==> config.mk <==
export PLATFORM = sky130hd
export DESIGN_NAME = adder32_arbiter
export DESIGN_NICKNAME = d
export VERILOG_FILES = /design/src/rtl/adder_arb_defs.sv /design/src/rtl/adder32.sv /design/src/rtl/adder32_arbiter.sv
export SDC_FILE = /design/constraint.sdc
export NUM_CORES = 1
export LEC_CHECK = 0
export BUFFER_PORTS_ARGS = -buffer_cell sky130_fd_sc_hd__buf_2
export CORE_AREA = 2 2 103 105
export CTS_CLUSTER_DIAMETER = 200
export CTS_CLUSTER_SIZE = 25
export DETAILED_ROUTE_END_ITERATION = 8
export DIE_AREA = 0 0 105 107
export GPL_TIMING_DRIVEN = 1
export PLACE_DENSITY = 0.84
export SLEW_MARGIN = 20
export SYNTH_ARGS = -nofsm -noshare
export SYNTH_HDL_FRONTEND = slang
export SYNTH_SLANG_ARGS = --single-unit
==> constraint.sdc <==
create_clock -name clk -period 5.91 [get_ports clk]
set_input_delay 0 -clock clk [delete_from_list [all_inputs] [get_ports clk]]
set_output_delay 0 -clock clk [all_outputs]
set_load 0.01 [all_outputs]
==> src/rtl/adder_arb_defs.sv <==
// Shared definitions for the round-robin arbiter in front of the shared 32-bit adder.
package adder_arb_defs;

  localparam int unsigned WIDTH = 32;

  // 2'd3 is unused; the FSM treats it as a fault and returns to IDLE
  typedef enum logic [1:0] {
    IDLE = 2'd0,
    EXEC = 2'd1,
    RESP = 2'd2
  } state_e;

endpackage

==> src/rtl/adder32.sv <==
// Shared 32-bit adder: sum and carry-out of two unsigned operands.
module adder32
  import adder_arb_defs::*;
(
  input  logic [WIDTH-1:0] a,
  input  logic [WIDTH-1:0] b,
  output logic [WIDTH-1:0] s,
  output logic             c
);

  assign {c, s} = {1'b0, a} + {1'b0, b};

endmodule

==> src/rtl/adder32_arbiter.sv <==
// Round-robin arbiter sharing one adder32 among NREQ requesters; one op in flight,
// response held on a single valid/ready port until consumed.
module adder32_arbiter
  import adder_arb_defs::*;
#(
  parameter  int unsigned NREQ = 2,
  localparam int unsigned IDW  = $clog2(NREQ)
) (
  input  logic                  clk,
  input  logic                  rst,
  input  logic [NREQ-1:0]       req_valid,
  output logic [NREQ-1:0]       req_ready,
  input  logic [NREQ*WIDTH-1:0] req_a,
  input  logic [NREQ*WIDTH-1:0] req_b,
  output logic                  rsp_valid,
  input  logic                  rsp_ready,
  output logic [WIDTH-1:0]      rsp_s,
  output logic                  rsp_c,
  output logic [IDW-1:0]        rsp_id,
  output logic                  busy
);

  state_e           state_q;
  logic [IDW-1:0]   rr_ptr_q;
  logic [IDW-1:0]   rr_ptr_d;
  logic [IDW-1:0]   id_q;
  logic [WIDTH-1:0] a_q;
  logic [WIDTH-1:0] b_q;
  logic             rsp_valid_q;
  logic [WIDTH-1:0] rsp_s_q;
  logic             rsp_c_q;
  logic [IDW-1:0]   rsp_id_q;
  logic             busy_q;

  logic [WIDTH-1:0] a_arr [NREQ];
  logic [WIDTH-1:0] b_arr [NREQ];
  logic [IDW-1:0]   cand;
  logic [IDW-1:0]   grant_id;
  logic             grant_found;
  logic [WIDTH-1:0] sum;
  logic             carry;

  for (genvar i = 0; i < int'(NREQ); i++) begin : g_unpack
    assign a_arr[i] = req_a[i*WIDTH +: WIDTH];
    assign b_arr[i] = req_b[i*WIDTH +: WIDTH];
  end

  // First valid requester at or after rr_ptr, wrapping modulo NREQ
  always_comb begin
    grant_found = 1'b0;
    grant_id    = '0;
    cand        = '0;
    for (int unsigned k = 0; k < NREQ; k++) begin
      cand = IDW'((32'(rr_ptr_q) + k) % NREQ);
      if (!grant_found && req_valid[cand]) begin
        grant_found = 1'b1;
        grant_id    = cand;
      end
    end
  end

  assign rr_ptr_d = (grant_id == IDW'(NREQ - 1)) ? '0 : grant_id + 1'b1;

  always_comb begin
    req_ready = '0;
    if (!rst && state_q == IDLE && grant_found) begin
      req_ready[grant_id] = 1'b1;
    end
  end

  adder32 u_adder32 (
    .a (a_q),
    .b (b_q),
    .s (sum),
    .c (carry)
  );

  always_ff @(posedge clk) begin
    if (rst) begin
      state_q     <= IDLE;
      rr_ptr_q    <= '0;
      id_q        <= '0;
      a_q         <= '0;
      b_q         <= '0;
      rsp_valid_q <= 1'b0;
      rsp_s_q     <= '0;
      rsp_c_q     <= 1'b0;
      rsp_id_q    <= '0;
      busy_q      <= 1'b0;
    end else begin
      case (state_q)
        IDLE: begin
          if (grant_found) begin
            a_q      <= a_arr[grant_id];
            b_q      <= b_arr[grant_id];
            id_q     <= grant_id;
            rr_ptr_q <= rr_ptr_d;
            busy_q   <= 1'b1;
            state_q  <= EXEC;
          end
        end
        EXEC: begin
          rsp_s_q     <= sum;
          rsp_c_q     <= carry;
          rsp_id_q    <= id_q;
          rsp_valid_q <= 1'b1;
          state_q     <= RESP;
        end
        RESP: begin
          if (rsp_ready) begin
            rsp_valid_q <= 1'b0;
            busy_q      <= 1'b0;
            state_q     <= IDLE;
          end
        end
        default: begin
          rsp_valid_q <= 1'b0;
          busy_q      <= 1'b0;
          state_q     <= IDLE;
        end
      endcase
    end
  end

  assign rsp_valid = rsp_valid_q;
  assign rsp_s     = rsp_s_q;
  assign rsp_c     = rsp_c_q;
  assign rsp_id    = rsp_id_q;
  assign busy      = busy_q;

endmodule
==> impl_metrics.toml, run 1 <==
[outcome]
status = "finished, final reports clean"

[placement]
hpwl_mm = 11.3
io_buffers = 170
placed_cells = 905
place_congestion = 0.913
pre_cts_slack_ns = 3.22
postPlaceCellArea_um2 = 6400

[worst_setup_path]
cp_data_arrival_time_ns = 3.30
timing.setup.critical_path_class = "flop to flop"
critPathMaxFanout = 38
cp_cell_sequence = "or3_1 -> nor2_4 -> buf_4 -> a222oi_1 -> dlygate4sd3_1 -> inv_1"
cpMaxStageDelayCell = "nor2_4"
endpoint_kind = "flop"
cp_num_buf_inv = 3
required_ns = 6.24
slowest_delay_ns = 0.66
path_delay_family = "buffers and inverters"
start_kind = "flop"

[clocking]
cts_root_buf = "clkbuf_8"
cts_sinks = 104
cts_inserted_buffers = 9
cts.hold.buffers_added = 131
clkLatencyLatePin_ns = 0.39
clockBufferDepth = 2
cts_tree = "done"
clk_transition_reported_paths_ns = 0.09
post_cts_buffers = 0
post_cts_resize_count = 0
htree_levels = 3

[timing]
tightest_slew_ns = 0.872
slew-limit-headroom = 0.419
fin_tns_setup_ns = 0
max_freq_ghz = 0.338
hold_viol_final = 0
drv_slew = 0
layout_min_cycle_time_ns = 2.96
period_share = 0.501
rsz0062_at_grt = "no"
worst_slack_ns = 2.95
finClkSkew_ns = 0.0106
hold_slack_ns = 0.215
setup_viol = 0

[global_route]
grt_remaining_overflow = 0
grt_use_total = 0.345
antenna_found_initial = 0
grt_first_pass_wirelength_mm = 31.0
grt_max_degree = 67
grt_pass1_vias = 6617

[synth]
synth_top_cell_by_area = "dfxtp_1"
synth_cells = 634
yosys-top-cells-count = "dfxtp_1 (104), inv_1 (73), a222oi_1 (64)"
synthMuxAreaShare = 0.00912
yosysMostFrequentCell = "dfxtp_1"
synth_top_flop_cell = "dfxtp_1"
synthXorXnorAreaFrac = 0.0303
yosys.area_share.simple = 0.135
ys_warn_count = 0
synth_fa_ha_area_frac = 0.0766
synth_cell_types = 61
syn-cell-area_um2 = 5490
synthArstFlopShare = 0
synth.area.top_cells = "dfxtp_1 (38%), a222oi_1 (12%), ha_1 (7.3%)"
synth_fp_nets = 800
avgSynthCellArea_um2 = 8.66
yosysSeqAreaShare = 0.379
synth_edf_count = 0
synth_top_family_by_area = "compound AO/OA/AOI/OAI gates"
synth_compound_area_frac = 0.291
synth-seq-cells = 104
synth_top_cell_area_share = 0.379

[power_and_ir_drop]
p_sw_uw = 628
power_frac_clock = 0.269
ir_drop_mv = 0.142
leakage_nw = 3.83
p_int_mw = 1.37
power_mw = 2.00
p_sw_frac = 0.315
seqPwrFrac = 0.417
pwr-share-comb = 0.315
power_density_nw_per_um2 = 251

[detailed_routing]
drc = 0
firstDrtPassIters = 9
wl_per_cell_um = 18.7
dr_total_vias = 6370
drt_wl_total_mm = 19.6
via_per_inst = 6.06
ant_nets = 0
dr.first_iter.drc_count = 806

[floorplan]
initial_core_util = 0.544
ios = 171
dieArea_um2 = 11200
die_h_um = 107
core_area_um2 = 10100
rows = 37
die_x_um = 105

[finish]
area_growth_pct = 44.8
final-instance-count-excl-fill = 1051
nets = 1077
layout-drive-gt1-share = 0.221
diodes = 0
final_cell_area_um2 = 7950
final_util = 0.788
fillerInstances = 681

[flow_run]
maxCapViolCount = 0

[min_path]
hold_class = "primary input to flop"
## power by group through the flow
stage,combinational [mW],sequential (mW),clock (mW)
CTS,0.594,0.829,0.530
floorplan,0.333,0.839,0
detailed placement,0.488,0.844,0
global placement,0.475,0.841,0
global route,0.679,0.839,0.564
finish,0.628,0.832,0.536
## final timing paths
check	start	end	slack [ns]	depth (start not counted)
min reg2reg	rsp_s[18]	rsp_s[18]	0.45	2
max reg2reg	state_q[1]	a_q[5]	2.95	6
max	state_q[1]	a_q[5]	2.95	6
min	rst	state_q[1]	0.21	2
## metal layers
| metal | vias to the layer above | share of wire | wire length (um) | track usage |
|---|---|---|---|---|
| li1 | 2925 | - | - | - |
| met1 | 2979 | 0.37 | 7330 | 0.370 |
| met2 | 378 | 0.51 | 9920 | 0.631 |
| met3 | 88 | 0.074 | 1460 | 0.0650 |
| met4 | 0 | 0.046 | 910 | 0.204 |
| met5 | - | 0 | 0 | 0 |
## registers in the layout, indices dropped and copies added, names as in the netlist
| signal | flops |
|---|---|
| a_q | 32 |
| b_q | 32 |
| busy | 1 |
| id_q | 1 |
| rr_ptr_q | 1 |
| rsp_c | 1 |
| rsp_id | 1 |
| rsp_s | 32 |
| rsp_valid | 1 |
| state_q | 2 |
## layout make-up
class                           count  area (um2)  area share
Multi-Input combinational cell    418        3000       0.377
Timing Repair Buffer              305        2190       0.276
Sequential cell                   104        2080       0.262
Inverter                           73         274      0.0345
Tap cell                          136         170      0.0214
Clock buffer                       12         145      0.0183
Clock inverter                      3        90.1      0.0113
## cell families (layout without fill, tap and decap cells)
logic type | after synthesis | count (layout)
AO/OA/AOI/OAI | 205 | 205
AND/OR/NAND/NOR | 156 | 156
buffers and inverters | 112 | 393
flip-flops | 104 | 104
adder cells (fa/ha/maj) | 33 | 33
XOR/XNOR | 19 | 19
multiplexers | 5 | 5
## placed cells by master (no fill, tap or decap), types with 10 or more instances in the layout
| cell type | netlist | final |
|---|---|---|
| a211oi_1 | 10 | 10 |
| a21o_1 | 16 | 16 |
| a21oi_1 | 41 | 41 |
| a222oi_1 | 64 | 64 |
| buf_2 | 1 | 170 |
| clkbuf_8 | 0 | 10 |
| dfxtp_1 | 104 | 104 |
| dlygate4sd3_1 | 0 | 131 |
| ha_1 | 32 | 32 |
| inv_1 | 73 | 73 |
| nand2_1 | 59 | 59 |
| nand3_1 | 12 | 12 |
| nor2_1 | 36 | 34 |
| o21ai_0 | 24 | 24 |
| xnor2_1 | 14 | 14 |
No activity file was read; power rests on OpenSTA's default activity.
==> inputs of run 2 (changes only) <==
Settings changed: CORE_AREA 2 2 103 105 to 2 2 106 108, DIE_AREA 0 0 105 107 to 0 0 108 110, PLACE_DENSITY 0.84 to 0.8.
Clock period 5.91 ns to 3.08 ns, I/O delays scaled along.
==> impl_metrics.toml, run 2 (synthesis gave the netlist of run 1 again) <==
[outcome]
status = "complete, but fails checks"
violations = "design-rule violations"

[min_path]
min_from = "rst"
hold_class = "primary input to flop"
whs_path_depth = 2
hold_end = "state_q[1]"

[detailed_routing]
dr.first_iter.drc_count = 623
firstDrtPassIters = 9
drc = 8
met1_length_mm = 7.57
maxUsedRoutingLayer = "met4"
wl_per_cell_um = 18.1
dr_total_vias = 6310
wl_met2_mm = 9.73
wl_met3_mm = 1.27
ant_nets = 0
via_per_inst = 5.96
drt_wl_total_mm = 19.1

[clocking]
post_cts_buffers = 0
cts_tree = "done"
cts_inserted_buffers = 9
clk_transition_reported_paths_ns = 0.10
cts_root_buf = "clkbuf_8"
htree_levels = 3
clockBufferDepth = 2
clkLatencyLatePin_ns = 0.39
cts_sinks = 104

[global_route]
grt_remaining_overflow = 0
grt_use_total = 0.322
antenna_found_initial = 0
grt_pass1_vias = 6333
grt_first_pass_wirelength_mm = 30.1
grt_max_degree = 39

[timing]
period_share = 0.924
rsz0062_at_grt = "no"
drv_slew = 0
max_freq_ghz = 0.351
finClkSkew_ns = 0.0153
fin_tns_setup_ns = 0
layout_min_cycle_time_ns = 2.85
tightest_slew_ns = 0.890
slew-limit-headroom = 0.405
hold_slack_ns = 0.0126
setup_viol = 0
hold_viol_final = 0

[placement]
io_buffers = 170
place_congestion = 0.925
hpwl_mm = 11.4

[power_and_ir_drop]
ir_drop_mv = 0.282
p_sw_mw = 1.21
seqPwrFrac = 0.433
p_int_mw = 2.47
power_density_nw_per_um2 = 462
power_mw = 3.68
leakage_nw = 3.83
pwr-share-comb = 0.327
p_sw_frac = 0.328
power_frac_clock = 0.240

[floorplan]
ios = 171
core_area_um2 = 10700
dieArea_um2 = 11900
die_h_um = 110
rows = 38
die_x_um = 108
initial_core_util = 0.513

[worst_setup_path]
worst_r2r_path_depth = 10
critPathMaxFanout = 35
start_kind = "primary input"
cp_data_arrival_time_ns = 3.14
required_ns = 3.37
r2r_slack_ns = 0.29
endpoint_kind = "flop"
timing.setup.critical_path_class = "primary input to flop"
r2r_start = "a_q[0]"
rr_endpoint = "rsp_c"

[finish]
fillerInstances = 790
diodes = 0
mostFrequentLayoutCell = "buf_2"
final_cell_mix = "buf_2 (170), dlygate4sd3_1 (131), dfxtp_1 (104)"
layout-drive-gt1-share = 0.224
nets = 1080
area_growth_pct = 45.1

[flow_run]
maxCapViolCount = 0
[run 2: changes by cell type in the layout (fill, tap and decap cells not counted), sizes merged]
cell / change
buf: +3
bufinv: -2
clkinvlp: +2
clkinv: +1
[run 2: worst max-delay path, stage by stage]
cell and delay, ns:
dlygate4sd3_1 0.54, buf_2 0.14, nor2_1 0.20, dlygate4sd3_1 0.61, nor2_1 0.07, and2_4 0.27
buf_12 0.22, a222oi_1 0.41, dlygate4sd3_1 0.62, inv_1 0.04
[run 2: what timing repair did]
| item | in CTS | in global routing |
|---|---|---|
| resized for setup | 0 | 1 |
| hold endpoints to repair | 67 | 0 |
| setup endpoints to repair | 0 | 3 |
| hold buffers | 131 | 0 |
[run 2: how the worst max path moves through the flow]
stage | slack, ns | endpoint | start | cells after the start
6_report | 0.23 | b_q[10] | req_valid[0] | 10
5_1_grt | 0.05 | rsp_c | a_q[0] | 10
4_1_cts | 0.33 | rsp_c | a_q[0] | 10
3_5_place_dp | 0.37 | rsp_c | a_q[0] | 10
3_3_place_gp | 0.41 | rsp_c | a_q[0] | 10
2_1_floorplan | 0.65 | rsp_s[26] | a_q[0] | 10
[run 2: power groups by stage]
stage / combinational (mW) / sequential [mW] / clock [mW]
after floorplan: 0.639 / 1.61 / 0
after global placement: 0.927 / 1.61 / 0
after detailed placement: 0.947 / 1.62 / 0
after CTS: 1.15 / 1.59 / 0.890
after global routing: 1.31 / 1.61 / 0.938
final: 1.20 / 1.60 / 0.884
[run 2: per-layer routing]
layer  global-route usage  vias up
met4                0.134        0
met5                    0        -
met1                0.363     3021
met2                0.591      293
met3               0.0653       53
li1                     -     2943
[run 2: layout make-up]
type                       count  area [um2]  area share
timing repair buffer         308        2240       0.281
inverter                      73         274      0.0344
sequential                   104        2080       0.261
tap                          140         175      0.0220
clock buffer                  12         145      0.0182
multi-input combinational    418        3000       0.376
clock inverter                 4        53.8     0.00675
[run 2: stage by stage]
stage	worst slack [ns]	util	cell area, um2	instances
after global routing	0.0484	0.745	7970	1059
after global placement	0.407	0.604	6460	912
after CTS	0.330	0.745	7970	1059
after floorplan	0.649	-	5490	634
after detailed placement	0.374	0.604	6460	912
final	0.233	0.745	7970	1059
